### config.mk
export PLATFORM = sky130hd
export DESIGN_NAME = mux_rr_stream
export DESIGN_NICKNAME = d
export VERILOG_FILES = /design/src/rtl/mux_pkg.sv /design/src/rtl/rr_arbiter.sv /design/src/rtl/mux_rr_stream.sv
export SDC_FILE = /design/constraint.sdc
export NUM_CORES = 1
export LEC_CHECK = 0
export BUFFER_PORTS_ARGS = -buffer_cell sky130_fd_sc_hd__buf_4
export CAP_MARGIN = 20
export CORE_MARGIN = 4
export CORE_UTILIZATION = 45
export CTS_CLUSTER_SIZE = 28
export DETAILED_ROUTE_END_ITERATION = 10
export HOLD_SLACK_MARGIN = 0.1
export PLACE_DENSITY = 0.75
export SETUP_SLACK_MARGIN = 0.02
export SYNTH_ARGS = -nofsm -noshare
export SYNTH_HDL_FRONTEND = slang
export SYNTH_SLANG_ARGS = --single-unit
### constraint.sdc
create_clock -name clk -period 8.25 [get_ports clk]
set_clock_uncertainty 0.2 [all_clocks]
set_input_delay 1.2375 -clock clk [delete_from_list [all_inputs] [get_ports clk]]
set_output_delay 1.2375 -clock clk [all_outputs]
set_load 0.03 [all_outputs]
### src/rtl/mux_pkg.sv
// mux_pkg: shared FSM state type and index helpers for mux_rr_stream
package mux_pkg;
  typedef enum logic [1:0] {EMPTY, FULL, LOCKED} state_t;
  function automatic int chw(int n);
    return n > 1 ? $clog2(n) : 1;
  endfunction
  function automatic int onehot_to_idx(logic [31:0] v);
    int r;
    r = 0;
    for (int i = 0; i < 32; i++) if (v[i]) r = i;
    return r;
  endfunction
endpackage

### src/rtl/rr_arbiter.sv
// rr_arbiter: combinational round-robin grant searching upward from ptr+1, with optional hold on lock_idx
module rr_arbiter import mux_pkg::*; #(
  parameter int N_CH = 4
) (
  input  logic [N_CH-1:0]        req,
  input  logic [chw(N_CH)-1:0]   ptr,
  input  logic                   lock_en,
  input  logic [chw(N_CH)-1:0]   lock_idx,
  output logic [N_CH-1:0]        grant
);
  localparam int CHW = chw(N_CH);
  logic [CHW-1:0] j;
  // descending scan so the nearest requester after ptr is the last one written
  always_comb begin
    grant = '0;
    j = '0;
    if (lock_en) grant[lock_idx] = req[lock_idx];
    else for (int k = N_CH; k >= 1; k--) begin
      j = CHW'((int'(ptr) + k) % N_CH);
      if (req[j]) grant = N_CH'(1) << j;
    end
  end
endmodule

### src/rtl/mux_rr_stream.sv
// mux_rr_stream: N-channel round-robin stream mux with one registered output stage.
// Optional packet lock (in_last/out_last, LOCKED state) enabled by MUX_RR_LAST_LOCK_EN.
module mux_rr_stream import mux_pkg::*; #(
  parameter int N_CH  = 4,
  parameter int WIDTH = 8
) (
  input  logic                    clk,
  input  logic                    rst,
  input  logic [N_CH*WIDTH-1:0]   in_data,
  input  logic [N_CH-1:0]         in_valid,
  output logic [N_CH-1:0]         in_ready,
  input  logic [N_CH-1:0]         ch_mask,
  output logic [WIDTH-1:0]        out_data,
  output logic                    out_valid,
  input  logic                    out_ready,
  output logic [chw(N_CH)-1:0]    out_ch
`ifdef MUX_RR_LAST_LOCK_EN
  ,
  input  logic [N_CH-1:0]         in_last,
  output logic                    out_last
`endif
);
  localparam int CHW = chw(N_CH);
  state_t state, state_nx;
  logic [CHW-1:0] ptr, gidx;
  logic [N_CH-1:0] req, grant;
  logic load_en, xfer, locked, xfer_full;
`ifdef MUX_RR_LAST_LOCK_EN
  assign locked = state == LOCKED;
  assign xfer_full = in_last[gidx];
`else
  assign locked = 1'b0;
  assign xfer_full = 1'b1;
`endif
  // nothing is accepted while reset is asserted
  assign load_en = ~rst & (~out_valid | out_ready);
  assign req = locked ? in_valid : in_valid & ch_mask;
  rr_arbiter #(.N_CH(N_CH)) u_arb (
    .req(req), .ptr(ptr), .lock_en(locked), .lock_idx(ptr), .grant(grant)
  );
  assign in_ready = grant & {N_CH{load_en}};
  assign xfer = |in_ready;
  assign gidx = CHW'(onehot_to_idx(32'(grant)));
  always_comb begin
    state_nx = xfer ? (xfer_full ? FULL : LOCKED)
             : locked ? LOCKED
             : (out_valid & ~out_ready) ? FULL : EMPTY;
  end
  always_ff @(posedge clk or posedge rst) begin
    if (rst) state <= EMPTY;
    else state <= state_nx;
  end
  always_ff @(posedge clk or posedge rst) begin
    if (rst) begin
      out_valid <= 1'b0;
      out_data <= '0;
      out_ch <= '0;
      ptr <= CHW'(N_CH - 1);
`ifdef MUX_RR_LAST_LOCK_EN
      out_last <= 1'b0;
`endif
    end else begin
      if (load_en) out_valid <= xfer;
      if (xfer) begin
        out_data <= in_data[gidx*WIDTH +: WIDTH];
        out_ch <= gidx;
        ptr <= gidx;
`ifdef MUX_RR_LAST_LOCK_EN
        out_last <= in_last[gidx];
`endif
      end
    end
  end
endmodule

==> qor.txt <==
status -> finished clean
clk buf depth -> 2
Worst VDD drop -> 0.000337 V
starting density of the core -> 49.0%
Crit path top cell by count -> buf_4
Lkg Pwr -> 0.836 nW
Clk Tree Root Cell -> clkbuf_4
Syn Area/Cell -> 9.67 um^2
#FFs+latches synth -> 13
post-synthesis cell type count -> 33
max-cap viol count -> 0
Resize count post-CTS -> 0
CTS tree -> built
Hold Fails Final Rpt -> 0
WP buf/inv -> 3
DR vias -> 1264
Met3 Wirelength -> 215 um
CP Capture Type -> output port
htree depth -> 1
total routed wirelength -> 3480 um
CP max FO -> 15
initial antenna violation count -> 0
Min Hold Slack -> 0.282 ns
post-place setup slack -> 3.07 ns
PnR worst setup slack -> 3.41 ns
Least-Margin Pin Slew -> 0.650 ns
Worst-Skew Late Latency -> 0.27 ns
num ports -> 58
Post-DRT Antenna Nets -> 0
nets -> 238
DR vias/cell -> 5.85
Max Transition Viols Final -> 0
DR top layer -> met4
met2 wire length -> 1690 um
Seq/Total Area, Yosys -> 26.1%
routed wire length per instance -> 16.1 um
Reg2Reg Depth -> 11
setup TNS -> 0 ns
Post-Synthesis Cell Area -> 1260 um^2
placed insts -> 211
Critical Path AT -> 3.40 ns
CTS Buf Count -> 3
Crit path largest cell delay -> 0.53 ns
power density over the cells -> 474 nW/um^2
Die H -> 60.9 um
cells after synthesis -> 130
# rows -> 18
final setup fails -> 0
antenna cells -> 0
Final GP Congestion -> 0.774
Pre-Repair DR Iteration Count -> 4
critical-path cell list -> buf_4 > and2_0 > mux4_2 > and2_1 > a221oi_2 > buf_4 > and2_1 > buf_4
Die Area -> 3700 um^2
Synth area leaders -> dfrtp_1, ha_1, a2111oi_2, mux2i_1, a21o_1
Max-slew headroom -> 56.7%
Yosys top cell area share -> 21.9%
Chip Width -> 60.9 um
met1 WL -> 1530 um
Top delay family on crit path -> simple AND/OR/NAND/NOR gates
global route total overflow -> 0
layout cells sized above 1 -> 41.9%
P&R area growth vs syn -> 36.9%
I/O Buffers -> 57
area leader, netlist -> dfrtp_1
CP Launch Type -> input pin
vias in the first global route -> 1249
Setup CP Type -> in2out
DRC violations left -> 0
final worst path period share -> 58.6%
RSZ-0062 raised after global routing -> no
Worst-path clk slew -> 0.07 ns
CP max-delay cell -> mux4_2
core area -> 2570 um^2
final std cells w/o fill -> 216
GR Util All Layers -> 18.9%
largest net degree at the start of global routing -> 21
global-route wire length before repair -> 5410 um
CTS sink count -> 13
CP Depth -> 8
Detailed Route Iter0 Violations -> 27
hold crit path type -> reg2reg
Post-Syn Nets -> 181
WHS Path Cells -> 1
hold buffers post-CTS -> 0
dpl hpwl -> 2860 um
yosys warns -> 0
Final Instance Area -> 1720 um^2
maximum clock rate -> 0.207 GHz
Final min period -> 4.84 ns
Post-CTS Setup Inserts -> 0
placed cell area -> 1690 um^2
Required @ worst endpoint -> 6.81 ns
## layer usage
metal | global-route usage (%) | vias to the layer above
met5 | 0 | -
met3 | 3.19 | 6
met1 | 27.2 | 595
met2 | 28.7 | 52
li1 | - | 611
met4 | 6.50 | 0
## flip-flops by register name, summed over array words and instances (netlist names)
| signal | flops |
|---|---|
| out_data | 8 |
| out_ch | 2 |
| ptr | 2 |
| out_valid | 1 |
## report_power, final
group          internal [W]  leakage [nW]  switching (W)
combinational      0.000258         0.666       0.000387
sequential         0.000103         0.153      0.0000293
clock             0.0000179        0.0177      0.0000193
## path summary, 6_finish.rpt
| check | from | slack [ns] | endpoint |
|---|---|---|---|
| worst max-delay path | in_valid[0] | 3.41 | in_ready[3] |
| worst min-delay path | out_data[5]$_DFFE_PP0P_ | 0.28 | out_data[5]$_DFFE_PP0P_ |
| worst max register to register | ptr[0]$_DFFE_PP1P_ | 4.36 | out_ch[0]$_DFFE_PP0P_ |
| min in group asynchronous | rst | 0.78 | out_data[3]$_DFFE_PP0P_ |
| worst min register to register | out_data[5]$_DFFE_PP0P_ | 0.28 | out_data[5]$_DFFE_PP0P_ |
| max in group asynchronous | rst | 6.73 | ptr[0]$_DFFE_PP1P_ |
## placed cells by master (no fill, tap or decap), types with 3 or more instances in the layout
cell,count
inv_1,9
buf_4,59
ha_1,8
a21o_1,8
and2_1,6
nor2_1,6
nand3_1,4
mux2i_1,8
nor3_1,8
clkbuf_4,3
nor2b_1,8
nand4b_1,4
a2111oi_2,6
nand4_1,4
dfrtp_1,11
a211oi_1,5
o21ai_0,3
## cell type report
class / instances / area [um^2]
clock buffers: 3 / 22.5
clock inverters: 1 / 5.00
fillers: 226 / 846
inverters: 10 / 37.5
multi-input cells: 100 / 848
flip-flops and latches: 13 / 328
well taps: 30 / 37.5
repair buffers: 59 / 443
## Yosys cell counts, drive strengths merged
cell type	instances
nand4	4
nor2b	8
buf	7
a21oi	2
nand3	4
dfrtp	11
ha	8
and4	2
a211oi	5
nand2	2
a21o	8
nor2	7
o41ai	1
nor3	8
dfstp	2
nand4bb	2
inv	10
o21ai	4
a2111oi	8
nand4b	4
a221o	2
a221oi	4
and2	7
mux2i	8
mux4	2
## metrics by stage
stage	power [W]	utilization (%)
6_report	0.000816	67.1
3_5_place_dp	0.000771	65.7
3_3_place_gp	0.000758	65.7
5_1_grt	0.000879	67.1
4_1_cts	0.000810	66.8
2_1_floorplan	0.000627	-
## worst register-to-register path: cells and delay by family, from the launching register on
| kind | cells | cell delay (ns) |
|---|---|---|
| compound gates | 4 | 1.07 |
| fa+ha+maj | 1 | 0.40 |
| buf+inv | 3 | 0.66 |
| flops | 1 | 0.67 |
| simple gates | 3 | 0.76 |
## logic make-up after synthesis
family / Yosys count / synth area share [%]
flip-flops: 13 / 26.1
AND/OR/NAND/NOR: 48 / 23.1
adder cells (fa/ha/maj): 8 / 7.96
AO/OA/AOI/OAI: 34 / 25.6
multiplexers: 10 / 9.95
buffers and inverters: 17 / 7.36
(Power assumes the default switching activity.)
